File: src/rtl/picture_capture_pkg.sv
// Shared types and helpers for the picture capture writer: FSM encoding,
// default window geometry and the RGB332 packing used by the image RAM.
package picture_capture_pkg;

   typedef enum logic [1:0] {
      IDLE    = 2'd0,
      ARMED   = 2'd1,
      CAPTURE = 2'd2
   } state_e;

   localparam int DEF_WIDTH      = 100;
   localparam int DEF_HEIGHT     = 77;
   localparam int DEF_ADDR_WIDTH = 13;

   // {R[7:5], G[7:5], B[7:6]}
   function automatic logic [7:0] rgb332(input logic [23:0] p);
      return {p[23:21], p[15:13], p[7:6]};
   endfunction

endpackage

File: src/rtl/picture_capture_addr.sv
// Window hit test and column-major RAM address for the capture writer.
// The address register only loads on accepted pixels and holds otherwise.
module picture_capture_addr #(
   parameter int WIDTH      = 100,
   parameter int HEIGHT     = 77,
   parameter int ADDR_WIDTH = 13
) (
   input  logic                  clock,
   input  logic                  reset,
   input  logic                  load,
   input  logic [10:0]           hcount,
   input  logic [9:0]            vcount,
   input  logic [10:0]           xl,
   input  logic [9:0]            yl,
   output logic                  in_window,
   output logic [ADDR_WIDTH-1:0] waddr
);

   logic [11:0]           x_end;
   logic [10:0]           y_end;
   logic [10:0]           col;
   logic [9:0]            row;
   logic [ADDR_WIDTH-1:0] waddr_q;
   logic [ADDR_WIDTH-1:0] waddr_d;

   // One extra bit on the upper bounds so a window near the raster edge cannot wrap
   assign x_end = {1'b0, xl} + 12'(WIDTH);
   assign y_end = {1'b0, yl} + 11'(HEIGHT);

   assign in_window = (hcount >= xl) && ({1'b0, hcount} < x_end) &&
                      (vcount >= yl) && ({1'b0, vcount} < y_end);

   assign col     = hcount - xl;
   assign row     = vcount - yl;
   assign waddr_d = ADDR_WIDTH'(32'(row) + 32'(col) * 32'(HEIGHT));

   always_ff @(posedge clock or posedge reset) begin
      if (reset) begin
         waddr_q <= '0;
      end else if (load) begin
         waddr_q <= waddr_d;
      end
   end

   assign waddr = waddr_q;

endmodule

File: src/rtl/picture_capture.sv
// Captures a WIDTH x HEIGHT window of the live pixel stream into an 8-bit
// image RAM, one full frame per start request, column-major RGB332.
module picture_capture
   import picture_capture_pkg::*;
#(
   parameter int WIDTH      = DEF_WIDTH,
   parameter int HEIGHT     = DEF_HEIGHT,
   parameter int ADDR_WIDTH = DEF_ADDR_WIDTH
) (
   input  logic                  clock,
   input  logic                  reset,
   input  logic                  start,
   input  logic [10:0]           x,
   input  logic [9:0]            y,
   input  logic [10:0]           hcount,
   input  logic [9:0]            vcount,
   input  logic                  pixel_valid,
   input  logic [23:0]           pixel_in,
   output logic                  we,
   output logic [ADDR_WIDTH-1:0] waddr,
   output logic [7:0]            wdata,
   output logic                  busy,
   output logic                  done
);

   localparam int TOTAL = WIDTH * HEIGHT;
   localparam int CW    = $clog2(TOTAL + 1);

   state_e          state_q, state_d;
   logic [10:0]     xl_q, xl_d;
   logic [9:0]      yl_q, yl_d;
   logic [CW-1:0]   cnt_q, cnt_d;
   logic            we_q;
   logic            done_q, done_d;
   logic [7:0]      wdata_q;
   logic            accept;
   logic            in_window;
   logic            origin;
   logic            hit;

   picture_capture_addr #(
      .WIDTH      (WIDTH),
      .HEIGHT     (HEIGHT),
      .ADDR_WIDTH (ADDR_WIDTH)
   ) u_addr (
      .clock     (clock),
      .reset     (reset),
      .load      (accept),
      .hcount    (hcount),
      .vcount    (vcount),
      .xl        (xl_q),
      .yl        (yl_q),
      .in_window (in_window),
      .waddr     (waddr)
   );

   assign origin = pixel_valid && (hcount == 11'd0) && (vcount == 10'd0);
   assign hit    = pixel_valid && in_window;

   always_comb begin
      state_d = state_q;
      xl_d    = xl_q;
      yl_d    = yl_q;
      cnt_d   = cnt_q;
      accept  = 1'b0;
      case (state_q)
         IDLE: begin
            if (start) begin
               state_d = ARMED;
               xl_d    = x;
               yl_d    = y;
               cnt_d   = '0;
            end
         end
         ARMED: begin
            if (origin) begin
               state_d = CAPTURE;
               accept  = hit;
               cnt_d   = CW'(hit);
            end
         end
         CAPTURE: begin
            // The cycle after the final write is spent here so done and we coincide
            if (cnt_q == CW'(TOTAL)) begin
               state_d = IDLE;
            end else begin
               accept = hit;
               cnt_d  = (origin ? '0 : cnt_q) + CW'(hit);
            end
         end
         default: state_d = IDLE;
      endcase
      done_d = accept && (cnt_d == CW'(TOTAL));
   end

   always_ff @(posedge clock or posedge reset) begin
      if (reset) begin
         state_q <= IDLE;
         xl_q    <= '0;
         yl_q    <= '0;
         cnt_q   <= '0;
         we_q    <= 1'b0;
         done_q  <= 1'b0;
         wdata_q <= '0;
      end else begin
         state_q <= state_d;
         xl_q    <= xl_d;
         yl_q    <= yl_d;
         cnt_q   <= cnt_d;
         we_q    <= accept;
         done_q  <= done_d;
         if (accept) begin
            wdata_q <= rgb332(pixel_in);
         end
      end
   end

   assign we    = we_q;
   assign wdata = wdata_q;
   assign done  = done_q;
   assign busy  = (state_q != IDLE);

endmodule

File: config.mk
export PLATFORM = sky130hd
export DESIGN_NAME = picture_capture
export DESIGN_NICKNAME = d
export VERILOG_FILES = /design/src/rtl/picture_capture_pkg.sv /design/src/rtl/picture_capture_addr.sv /design/src/rtl/picture_capture.sv
export SDC_FILE = /design/constraint.sdc
export NUM_CORES = 1
export LEC_CHECK = 0
export CAP_MARGIN = 20
export CORE_MARGIN = 3
export CORE_UTILIZATION = 30
export DETAILED_ROUTE_END_ITERATION = 10
export GPL_TIMING_DRIVEN = 0
export HOLD_SLACK_MARGIN = 0.15
export RECOVER_POWER = 50
export SYNTH_ARGS = -nofsm -noshare
export SYNTH_HDL_FRONTEND = slang
export SYNTH_SLANG_ARGS = --single-unit
export TNS_END_PERCENT = 20
File: constraint.sdc
create_clock -name clock -period 6.4 [get_ports clock]
set_input_delay 1.6 -clock clock [delete_from_list [all_inputs] [get_ports clock]]
set_output_delay 1.6 -clock clock [all_outputs]
set_load 0.02 [all_outputs]
After elaboration in Yosys (flattened, before gate mapping):

Cells that the tools add are included.
Widths: inputs -> output; s select.

* output and inout bits: 24
* bits of input ports: 70
* register bits after elaboration: 59

* multiply operators: 1
* order comparisons: 4
* add/sub/neg operators: 6
* mux-type cells: 12
* reduce and logical (&&, ||, !) cells: 13
* eq/ne operators: 7

Operators with widths (count)
* $mux 13: 4
* $pmux 13 s3: 1
* $eq 13x13->1 const B: 2
* $add 10x13->13: 1
* $add 13x1->13: 1
* $mul 11x7->13 const B: 1
* $add 11x7->12 const B: 1
* $lt 11x12->1: 1
* $add 10x7->11 const B: 1
* $ge 11x11->1: 1
* $logic_not 11->1: 1
* $lt 10x11->1: 1
* $sub 11x11->11: 1
* $ge 10x10->1: 1
* $logic_not 10->1: 1
* $sub 10x10->10: 1
* $logic_and 1x1->1: 7
* $mux 2: 3
* $ne 2x2->1 const B: 3
* $pmux 2 s3: 1
* $reduce_and 3->1: 1
* $eq 2x1->1 const B: 1
* $eq 2x2->1 const B: 1
* $logic_not 2->1: 1
* other kinds (4): 5

Longest topological paths before layout:

* depth in word-level cells: 11
* mapped depth: 23
* mapped depth without buffers: 23

Cells and area by module:

Synthesis repeated with hierarchy kept, for this count alone.

* cell total of the unflattened synthesis: 596
* area, all modules: 5764.3 µm²

By module, submodules not included
* picture_capture_addr: area each 3418.3 µm², times used 1, cells an instance 389
* picture_capture: area each 2346.0 µm², times used 1, cells an instance 207

Worst setup path after synthesis:

OpenSTA, ideal clock, no wires.

* path type: input to register
* start: in hcount[0]
* end: reg u_addr.waddr_q[12], in the netlist u_addr.waddr[12]
* required time: 6.272 ns
* arrival time: 6.456 ns
* cell stages on the path: 22
* library setup time: 0.128 ns
* setup slack: -0.184 ns
* path through: inv_1 -> ha_1 -> inv_1 -> fa_1 -> a211oi_1 -> o21a_1 -> o21bai_1 -> a21oi_1 -> xnor2_1 -> inv_1 -> fa_1 -> inv_1 -> fa_1 -> fa_1 -> ha_1 -> or2_2 -> a21oi_1 -> a21oi_1 -> a31o_2 -> xnor2_1 -> xnor3_1 -> mux2_1

* longest elaborated chain between the ends: 7
* elaborated cells between the ends (all ways): 15
* those cells by class: add/sub (2); mul (1); order compare (2); mux (3); reduce/logical (7)

RTL lines
* start, declared: line picture_capture.sv:15 `input logic [10:0] hcount,`
* branches (longest 7 deep; another with $mul 11x7->13)
* end signal, assigned: line picture_capture_addr.sv:41 `waddr_q <= waddr_d;`
* end, declared: line picture_capture_addr.sv:23 `logic [ADDR_WIDTH-1:0] waddr_q;`

Parallel ways; which one is timed is not known.
A chain may end at the register's enable or synchronous reset.

Worst setup path after layout:

* start: in hcount[9]
* end: reg u_addr.waddr_q[12], in the netlist u_addr.waddr[12]

The elaborated chain is that of the path after synthesis.

==> run_results.csv <==
group,metric,value,unit
sta,finalCritPeriodShare,98.02,%
global_routing,grt_pass1_wl,23630,microns
synthesis,synth_warnings,0,
sta,hold_viol,0,
layout,instances_no_fill,987,
global_routing,antenna_found_initial,0,
layout,fin_util,40.35,%
setup_path,critPathCaptureType,"flip-flop",
setup_path,cpMaxStageDelayCell,"or4b_2",
placed_design,dp_cells,960,
hold_path,min_from,"u_addr.waddr[0]",
route,vias_per_cell,4.918,
route,wl_per_cell,14.74,microns
placed_design,place_hpwl,11460,microns
die,coreArea,18960,sq um
clock_tree,cts.root.buffer_cell,"clkbuf_16",
status,violations,"capacitance limit, slew limit",
synthesis,synth_fp_nets,800,
setup_path,path_cells,"clkdlybuf4s50_1, ha_4, or4b_2, o211ai_1, or3b_4, inv_1, fa_1, inv_1, fa_1, fa_1, ha_2, nor3_1, a21oi_2, a31o_2, xnor2_2, xnor3_1, mux2_4",
synthesis,async_flop_share,100.0,%
clock_tree,cts_made_buffers,9,
global_routing,grt_start_max_net_pins,38,
die,die-area,21320,sq um
die,ios,94,
synthesis,synth_top_flop_cell,"dfrtp_1",
layout,final_common_cell,"inv_1",
synthesis,synth_area,5881,sq um
layout,nets,900,
hold_path,min_to,"u_addr.waddr[0]",
clock_tree,cts_tree,"done",
setup_path,criticalPathCategory,"input pin to flip-flop",
setup_path,r2r_cells,21,
clock_tree,cts_max_level,3,
placed_design,gp_congestion,0.8878,
die,initial_utilization,31.02,%
route,drc_errors,0,
setup_path,critPathArrivalTime,6500,ps
die,row_count,50,
setup_path,crit_buf_inv,3,
synthesis,synth_top_family_by_area,"adder cells",
sta,setup_violations,0,
synthesis,ys_seq_area_share,25.11,%
route,num_vias,4854,
layout,area_delta_synth_final,30.06,%
sta,fin_crit,6273,ps
route,postRouteAntennaNets,0,
route,wl,14550,microns
sta,drv_slew,38,
synthesis,synth_compound_area_share,14.40,%
layout,final_cell_mix,"inv_1, ha_1, clkdlybuf4s50_1, dfrtp_1, nand2_1",
setup_path,cpPeakStageDelay,590,ps
status,status,"finished, violations left",
placed_design,io_buffers,77,
layout,n_antenna_cell,0,
synthesis,synth.avg_cell_area,9.454,sq um
die,die_x,146.0,microns
synthesis,synth_edf_count,0,
setup_path,rrSetupSlack,830,ps
synthesis,synth.distinct_cells,66,
setup_path,r2r-end,"done",
synthesis,synth.area.mux_share,8.213,%
route,dr.pass1.iters,4,
global_routing,track_usage,13.72,%
synthesis,synthCells,622,
route,drtIter0Drc,318,
setup_path,worstPathMaxFanout,7,
clock_tree,clock_latency,340,ps
setup_path,r2r-start,"yl_q[0]",
hold_path,hold_path.class,"flip-flop to flip-flop",
clock_tree,clkSinkCount,59,
sta,clock.fmax,0.1594,GHz
flow_run,max-cap-violations,1,
setup_path,required,6630,ps
synthesis,synth-seq-cells,59,
setup_path,startpoint_type,"input pin",
hold_path,hold_depth,1,
synthesis,synthSimpleGateAreaFrac,12.79,%
sta,worst_clock_skew,5.774,ps
die,fp.dieH,146.0,microns
synthesis,synth-xor-area-share,6.191,%
sta,relSlewSlack,-36.81,%
synthesis,synth_adder_area_share,25.91,%
sta,worst_pin_slew,2052,ps
setup_path,path_common_cell,"fa_1",
setup_path,critical-path-top-delay-family,"adder cells",
clock_tree,hold_buffers,0,
global_routing,grt_overflow_total,0,
clock_tree,clk_pin_slew,60,ps
global_routing,grt_pass1_vias,4636,
clock_tree,cts_max_path_buffers,2,
layout,layout-drive-gt1-share,15.27,%
[kinds of logic after synthesis]
kind of cell / after synthesis
xor gates and xnor gates: 40
DFF: 59
and+or+nand+nor: 138
adders and majority gates: 108
AOI/OAI and AO/OA: 125
buffers and inverters: 109
muxes: 43
[routing by layer]
layer,GRT usage (%),vias up,part of all wire (%)
met5,0,-,0
met4,6.021,0,2.7
met3,2.211,19,3.5
met2,19.49,101,42
met1,20.37,2335,52
li1,-,2399,-
[worst max-delay path by stage]
stage	from	depth (start not counted)	slack [ps]	end
floorplan	hcount[0]	22	7	u_addr.waddr[12]
global placement	hcount[0]	24	-980	u_addr.waddr[12]
finish	hcount[9]	17	130	u_addr.waddr[12]
detailed placement	hcount[0]	24	-990	u_addr.waddr[12]
CTS	hcount[0]	23	4	u_addr.waddr[12]
global route	hcount[0]	24	-50	u_addr.waddr[12]
[area by class of cell]
| cell class | count | area [sq um] |
|---|---|---|
| buffer | 12 | 70.07 |
| clock buffer | 10 | 229.0 |
| multi-input combinational | 454 | 4292 |
| timing repair buffer | 91 | 857.1 |
| clock inverter | 6 | 42.54 |
| tap | 260 | 325.3 |
| inverter | 95 | 356.6 |
| fill | 1895 | 11310 |
| sequential | 59 | 1476 |
[cell usage after synthesis, types with 3 or more instances]
cell type  count  area [sq um]
a21o_1        10         75.07
dfrtp_1       59          1476
a211oi_1       7         52.55
a22o_1         7         61.31
o21ai_0       21         105.1
nor2_1        21         78.83
mux2_2        23         259.0
ha_1          85          1064
o211ai_1       4         30.03
o311ai_0       5         43.79
o21bai_1       5         37.54
xnor2_1       29         254.0
nand4_1        9         56.30
o31ai_1        8         60.06
nand2b_1       4         25.02
clkbuf_1       8         30.03
nand3_1       11         55.05
nor2b_1        6         37.54
nor3_1        11         55.05
o21a_1         4         30.03
or2_2          3         18.77
nand2_1       34         127.6
xor2_1        10         87.58
nand4b_1       3         26.28
a31oi_1        3         18.77
fa_1          23         460.4
and2_1         5         31.28
a21oi_1       30         150.1
nor4_1        11         68.82
or3_1          6         37.54
mux2_1        19         214.0
inv_1         94         352.8
[sequential cells by signal, indices dropped and copies added (netlist names)]
signal,flops
yl_q,10
u_addr.waddr,13
xl_q,11
cnt_q,13
state_q,2
done,1
we,1
wdata,8
[per-stage QoR]
step	setup WS, ps	instance area (sq um)	TNS [ps]	hold WS, ps
after floorplan	7.203	5907	0	479.3
after global placement	-982.9	7003	-2776	467.3
after detailed placement	-988.7	7023	-2705	474.7
after CTS	4.482	7455	0	486.5
after global routing	-54.63	7649	-54.63	497.8
final	126.7	7649	0	476.4
[what timing repair did]
action / in CTS / in global routing
buffers inserted: 6 / 7
resized for setup: 35 / 35
pin swaps: 11 / 22
setup endpoints to repair: 5 / 2
endpoints found under the hold margin: 0 / 0
Power is not shown: default switching activity piles up to over one toggle a cycle in this logic, so the estimate is an artifact.
